--- src/rtl/ercm_pipe.sv ---
// ercm_pipe: 3-stage valid/ready OR-tree approximate multiplier with error compensation.
// Define ERCM_STATS_EN to build the saturating approximate-vs-exact mismatch counter.
module ercm_pipe #(
    parameter int W        = 8,
    parameter int COMP_LSB = W / 2,
    parameter int CUTW     = $clog2(2 * W) + 1
) (
    input  logic              clk,
    input  logic              rst,
    input  logic              in_valid,
    output logic              in_ready,
    input  logic [W-1:0]      dat_in_a,
    input  logic [W-1:0]      dat_in_b,
    input  logic              appx_mode,
    input  logic [CUTW-1:0]   appx_cut,
    output logic              out_valid,
    input  logic              out_ready,
    output logic [2*W-1:0]    dat_o,
    output logic [15:0]       stat_err_cnt,
    input  logic              stat_clr
);
    localparam int PW   = 2 * W;
    localparam int LVLS = $clog2(W);
    localparam logic [PW-1:0] LSB_MASK = (PW'(1) << COMP_LSB) - PW'(1);

    logic en;
    logic v1, v2, v3;

    logic [W-1:0]    a1, b1;
    logic            mode1;
    logic [CUTW-1:0] cut1;

    logic [PW-1:0]   s2, comp2, exact2;
    logic            mode2;
    logic [CUTW-1:0] cut2;

    logic            mis3;

    logic [PW-1:0]   tree [LVLS+1][W];
    logic [PW-1:0]   and_terms;
    logic [PW-1:0]   s_comb, v_comb, exact_comb;

    logic [CUTW-1:0] cut_sat;
    logic [PW-1:0]   hi_mask, appx_comb, res_comb;

    assign en        = ~v3 | out_ready;
    assign in_ready  = en;
    assign out_valid = v3;

    // OR-tree over the partial-product rows; every pair's AND term feeds the compensation vector.
    always_comb begin
        for (int l = 0; l <= LVLS; l++) begin
            for (int i = 0; i < W; i++) begin
                tree[l][i] = '0;
            end
        end
        and_terms = '0;
        for (int i = 0; i < W; i++) begin
            tree[0][i] = {{W{1'b0}}, ({W{a1[i]}} & b1)} << i;
        end
        for (int l = 0; l < LVLS; l++) begin
            for (int k = 0; k < (W >> (l + 1)); k++) begin
                tree[l+1][k] = tree[l][2*k] | tree[l][2*k+1];
                and_terms    = and_terms | (tree[l][2*k] & tree[l][2*k+1]);
            end
        end
    end

    assign s_comb     = tree[LVLS][0];
    assign v_comb     = and_terms & ~LSB_MASK;
    assign exact_comb = {{W{1'b0}}, a1} * {{W{1'b0}}, b1};

    // Below the cut the bits are OR-merged; above it S and V are added, low bits are zero so no carry leaks down.
    assign cut_sat   = (cut2 > CUTW'(PW)) ? CUTW'(PW) : cut2;
    assign hi_mask   = {PW{1'b1}} << cut_sat;
    assign appx_comb = ((s2 | comp2) & ~hi_mask) | ((s2 & hi_mask) + (comp2 & hi_mask));
    assign res_comb  = mode2 ? appx_comb : exact2;

    always_ff @(posedge clk) begin
        if (rst) begin
            v1     <= 1'b0;
            v2     <= 1'b0;
            v3     <= 1'b0;
            a1     <= '0;
            b1     <= '0;
            mode1  <= 1'b0;
            cut1   <= '0;
            s2     <= '0;
            comp2  <= '0;
            exact2 <= '0;
            mode2  <= 1'b0;
            cut2   <= '0;
            dat_o  <= '0;
            mis3   <= 1'b0;
        end else if (en) begin
            v1     <= in_valid;
            a1     <= dat_in_a;
            b1     <= dat_in_b;
            mode1  <= appx_mode;
            cut1   <= appx_cut;
            v2     <= v1;
            s2     <= s_comb;
            comp2  <= v_comb;
            exact2 <= exact_comb;
            mode2  <= mode1;
            cut2   <= cut1;
            v3     <= v2;
            dat_o  <= res_comb;
            mis3   <= mode2 & (appx_comb != exact2);
        end
    end

`ifdef ERCM_STATS_EN
    logic [15:0] err_cnt;

    // Clear has priority over a mismatch retiring in the same cycle.
    always_ff @(posedge clk) begin
        if (rst || stat_clr) begin
            err_cnt <= '0;
        end else if (v3 && out_ready && mis3 && (err_cnt != 16'hFFFF)) begin
            err_cnt <= err_cnt + 16'd1;
        end
    end

    assign stat_err_cnt = err_cnt;
`else
    logic unused_stat_clr;

    assign unused_stat_clr = stat_clr;
    assign stat_err_cnt    = 16'h0000;
`endif

endmodule
--- config.mk ---
export PLATFORM = sky130hd
export DESIGN_NAME = ercm_pipe
export DESIGN_NICKNAME = d
export VERILOG_FILES = /design/src/rtl/ercm_pipe.sv
export SDC_FILE = /design/constraint.sdc
export NUM_CORES = 1
export LEC_CHECK = 0
export ABC_AREA = 0
export CAP_MARGIN = 5
export CORE_ASPECT_RATIO = 1.75
export CORE_MARGIN = 1.5
export CORE_UTILIZATION = 60
export CTS_BUF_LIST = sky130_fd_sc_hd__clkbuf_8
export CTS_CLUSTER_DIAMETER = 100
export DETAILED_ROUTE_END_ITERATION = 6
export PLACE_DENSITY = 0.83
export SYNTH_ARGS = -nofsm -noshare
export SYNTH_HDL_FRONTEND = slang
export SYNTH_SLANG_ARGS = --single-unit
--- constraint.sdc ---
create_clock -name clk -period 4.9 [get_ports clk]
set_input_delay 1.47 -clock clk [delete_from_list [all_inputs] [get_ports clk]]
set_output_delay 1.47 -clock clk [all_outputs]
set_load 0.02 [all_outputs]
After elaboration in Yosys (flattened, before gate mapping)
Index checks and enable logic that the tools add are counted.
Word-level totals
  output and inout bits: 34
  input bits: 27
  word-level logic and storage cells: 55
  register bits after elaboration: 91
Cells by class
  $add $sub $neg: 1
  shift operators: 1
  bitwise operators: 36
  mux-type cells: 2
  multipliers: 1
  order comparisons: 1
Operators by type and width (count)
  bitwise AND 8 bit: 8
  bitwise AND 16 bit: 3
  OR 16 bit: 2
  OR 13 x 15 -> 15 bit: 2
  OR 15 bit: 2
  OR 9 x 11 -> 11 bit: 2
  adder 16 bit: 1
  multiplier 8 x 8 -> 16 bit: 1
  2-to-1 mux 16 bit: 1
  inverter 16 bit: 1
  << shifter 16 x 5 -> 16 bit, first input constant: 1
  bitwise AND 11 x 15 -> 15 bit: 1
  bitwise AND 13 x 15 -> 15 bit: 1
  bitwise AND 14 x 15 -> 15 bit: 1
  OR 11 x 15 -> 15 bit: 1
  OR 14 x 15 -> 15 bit: 1
  OR 15 x 11 -> 15 bit: 1
  bitwise AND 12 x 13 -> 13 bit: 1
  OR 11 x 13 -> 13 bit: 1
  OR 12 x 13 -> 13 bit: 1
  bitwise AND 10 x 11 -> 11 bit: 1
  bitwise AND 9 x 11 -> 11 bit: 1
  OR 10 x 11 -> 11 bit: 1
  bitwise AND 8 x 9 -> 9 bit: 1
  5 further kinds: 5

Logic depth before layout (Yosys ltp)
  word-level depth: 8
  depth in mapped cells: 18
  mapped depth without buffers: 16

Worst setup path after synthesis
Ideal clock, no wire load.
  path type: flip-flop to flip-flop
  start: reg a1[0]
  end: reg exact2[15]
  required time: 4.764 ns
  buffers on the path: 1
  slack: 0.620 ns
  library setup time: 0.136 ns
  period minus slack after synthesis: 4.280 ns
  stages on the path, launching flop included: 16
  arrival: 4.144 ns
  cell sequence: dfxtp_1 -> clkbuf_1 -> and2_1 -> fa_1 -> inv_1 -> fa_1 -> inv_1 -> fa_1 -> inv_1 -> fa_1 -> inv_1 -> ha_1 -> or3_1 -> o21a_1 -> a2111oi_0 -> a211oi_1
Between the ends
  cells in the longest elaborated chain, start to end: 1
RTL lines
  start, declared: RTL line 29  | logic [W-1:0] a1, b1;
  start signal, assigned: RTL line 97  | a1 <= dat_in_a;
  multiplier 8 x 8 -> 16 bit: RTL line 71  | assign exact_comb = {{W{1'b0}}, a1} * {{W{1'b0}}, b1};
  end signal, assigned: RTL line 104  | exact2 <= exact_comb;
  end, declared: RTL line 33  | logic [PW-1:0] s2, comp2, exact2;
Every way passes these cells.
A chain may end at the register's enable or synchronous reset.

Worst setup path in the final report
  start: reg b1[3]
  end: reg exact2[15]
Between the ends
  cells in the longest elaborated chain, start to end: 1
RTL lines
  start, declared: RTL line 29
  start signal, assigned: RTL line 98  | b1 <= dat_in_b;
  multiplier 8 x 8 -> 16 bit: RTL line 71
Every way passes these cells.

==> summary.md <==
| Metric | Value |
|---|---|
| Status | complete, no violations |
| Placeable Area | 11100 sq um |
| Max H-tree Level | 3 |
| CTS max path bufs | 2 |
| CTS Root Cell | clkbuf_8 |
| Max IR drop VDD | 181 uV |
| Clock sinks | 87 |
| Max cap viols | 0 |
| Final Cell Area | 7410 sq um |
| # DRC | 0 |
| Initial antenna violation count | 0 |
| Crit share post-route | 93.4% |
| Synth Instances | 872 |
| Top post-synthesis cells by area | dfxtp_1 25%, ha_1 12%, fa_1 11% |
| Die ar. | 12100 sq um |
| Worst skew pair latency | 370 ps |
| Drt pass-1 iters | 5 |
| Met3 usage | 2.68% |
| Worst slew pin tran | 766 ps |
| Setup violators final | 0 |
| Post-synth top cells | 140 x nand2_1, 93 x inv_1, 87 x dfxtp_1 |
| Ys flop type | dfxtp_1 |
| CTS Hold Bufs | 0 |
| Row cnt | 51 |
| Global route overflow | 0 |
| Kind of critical path | reg2reg |
| Sequential fraction of the synthesis area | 25.5% |
| Final ANT Viol Nets | 0 |
| Via Count | 5971 |
| Cell with the most instances after synthesis | nand2_1 |
| Nets | 1013 |
| Fmax | 218 MHz |
| Design Power | 1.65 mW |
| First-pass GRT wire length | 27.7 mm |
| Post-synth EDFFs | 0 |
| Post-Syn Area | 6830 sq um |
| Vias per inst | 5.85 |
| Area leader, netlist | dfxtp_1 |
| Final slew viol count | 0 |
| Synth top area share | 25.5% |
| Io pins | 61 |
| Overall routing resource usage | 29.0% |
| # Post-CTS Setup Buffers | 0 |
| Antenna diodes | 0 |
| Flop2flop setup slack | 320 ps |
| Routed WL per cell | 16.7 um |
| Hold Startpoint | mode1$_SDFFE_PP0P_ |
| R2r startpoint | b1[3]$_SDFFE_PP0P_ |
| Required time worst endpoint | 5130 ps |
| Layout area overhead | 8.42% |
| Num CTS Buffers | 9 |
| Pwr dens | 223 nW/um^2 |
| Final Skew | 12.4 ps |
| Critical Path Source | b1[3]$_SDFFE_PP0P_ |
| Share of cells above drive strength 1 | 4.27% |
| Post-DP Area | 7230 sq um |
| Asr flop ratio synth | 0% |
| Arr. time, crit path | 4810 ps |
| Final hold violations | 0 |
| Critical Path Sink Type | flop |
| Starting density of the core | 61.6% |
| TNS Setup | 0 ps |
| Starting DRT DRC Count | 410 |
| Post-Syn Area per Cell | 7.84 sq um |
| Min-delay worst type | reg2reg |
| Port Buffers | 43 |
| Synthesis Warnings | 0 |
| Crit path launch type | flop |
| Met1 Usage GRT | 32.3% |
| Final HPWL DP | 13.1 mm |
| Die width | 83.7 um |
| Clk slew on worst S/H paths | 90 ps |
| Max_slew headroom | 47.6% |
| Largest fanout on the critical path | 11 |
| Post-CTS sizing | 0 |
| Detailed Route WL | 17.0 mm |
| Die height | 144 um |
| Lkg Pwr | 3.59 nW |
| RSZ-0062 raised after global routing | no |
| Fin crit period | 4580 ps |
| Distinct cells, synth | 58 |
| Routability cong. | 0.962 |
| Largest net degree at the start of global routing | 67 |
| Vias in the first global route | 5773 |
| Grt met2 use | 54.1% |
| #FFs+latches synth | 87 |
| TritonCTS clock tree | yes |
| GR peak layer | met2 |
==> cells in the final DEF (no fill, tap or decap), types with 11 or more instances in the layout <==
master	instances
o21a_1	11
o21ai_0	32
conb_1	16
inv_1	92
dfxtp_1	87
a211oi_1	16
clkdlybuf4s50_1	42
nand2_1	140
ha_1	65
fa_1	36
nor3_1	14
buf_4	11
a31oi_1	11
and2_1	46
a21oi_1	70
nor2_1	54
==> metal layers <==
layer | wire length [um] | vias up
li1 | - | 2915
met1 | 6360 | 2814
met2 | 9150 | 188
met3 | 668 | 54
met4 | 833 | 0
met5 | 0 | -
==> area by class of cell <==
class	instances	area (sq um)
Multi-Input combinational cell	640	4470
Fill cell	954	3690
Sequential cell	87	1740
Timing Repair Buffer	54	508
Inverter	93	349
Tap cell	132	165
Clock buffer	10	138
Clock inverter	5	41.3
==> critical path, stage by stage, from the launching register on <==
cell and delay [ps]:
dfxtp_1 640, nand2_1 180, inv_1 140, fa_1 450, fa_1 490, fa_1 550
inv_1 50, fa_1 530, inv_1 40, ha_1 340, o21a_1 220, o211a_1 200
o21a_1 110, a2111oi_0 400, a211oi_1 90
==> through the flow <==
step	hold WS (ps)	utilization, %	std cells	setup WS, ps
floorplan	419	-	887	620
global placement	431	65.1	1006	472
detailed placement	436	65.1	1006	412
CTS	456	66.7	1021	380
global route	484	66.7	1021	47.5
finish	455	66.7	1021	323
==> sequential cells by signal, indices dropped and copies added, names as in the netlist, 5 cells and up <==
signal  flops
cut2        5
exact2     16
cut1        5
comp2      10
a1          8
dat_o      16
s2         14
b1          8
==> where the power goes <==
group,leakage [nW],internal (mW),switching (mW)
logic,2.78,0.155,0.215
registers,0.715,0.753,0.0469
clock network,0.0911,0.202,0.281
==> path summary, 6_finish.rpt <==
kind | end | depth (start not counted)
hold / removal | mode1$_SDFFE_PP0P_ | 2
setup / recovery | exact2[15]$_SDFFE_PP0P_ | 14
setup reg to reg | exact2[15]$_SDFFE_PP0P_ | 14
hold reg to reg | mode1$_SDFFE_PP0P_ | 2
==> kinds of logic after synthesis <==
| family | Yosys count | synth area share, % |
|---|---|---|
| mux | 4 | 0.586 |
| buf+inv | 160 | 10.1 |
| fa+ha+maj | 107 | 23.3 |
| other cells | 1 | 0.0549 |
| compound gates | 203 | 19.0 |
| simple gates | 303 | 20.6 |
| flops | 87 | 25.5 |
| xor+xnor | 7 | 0.897 |
Note: power is estimated with default switching activity, not from simulation.
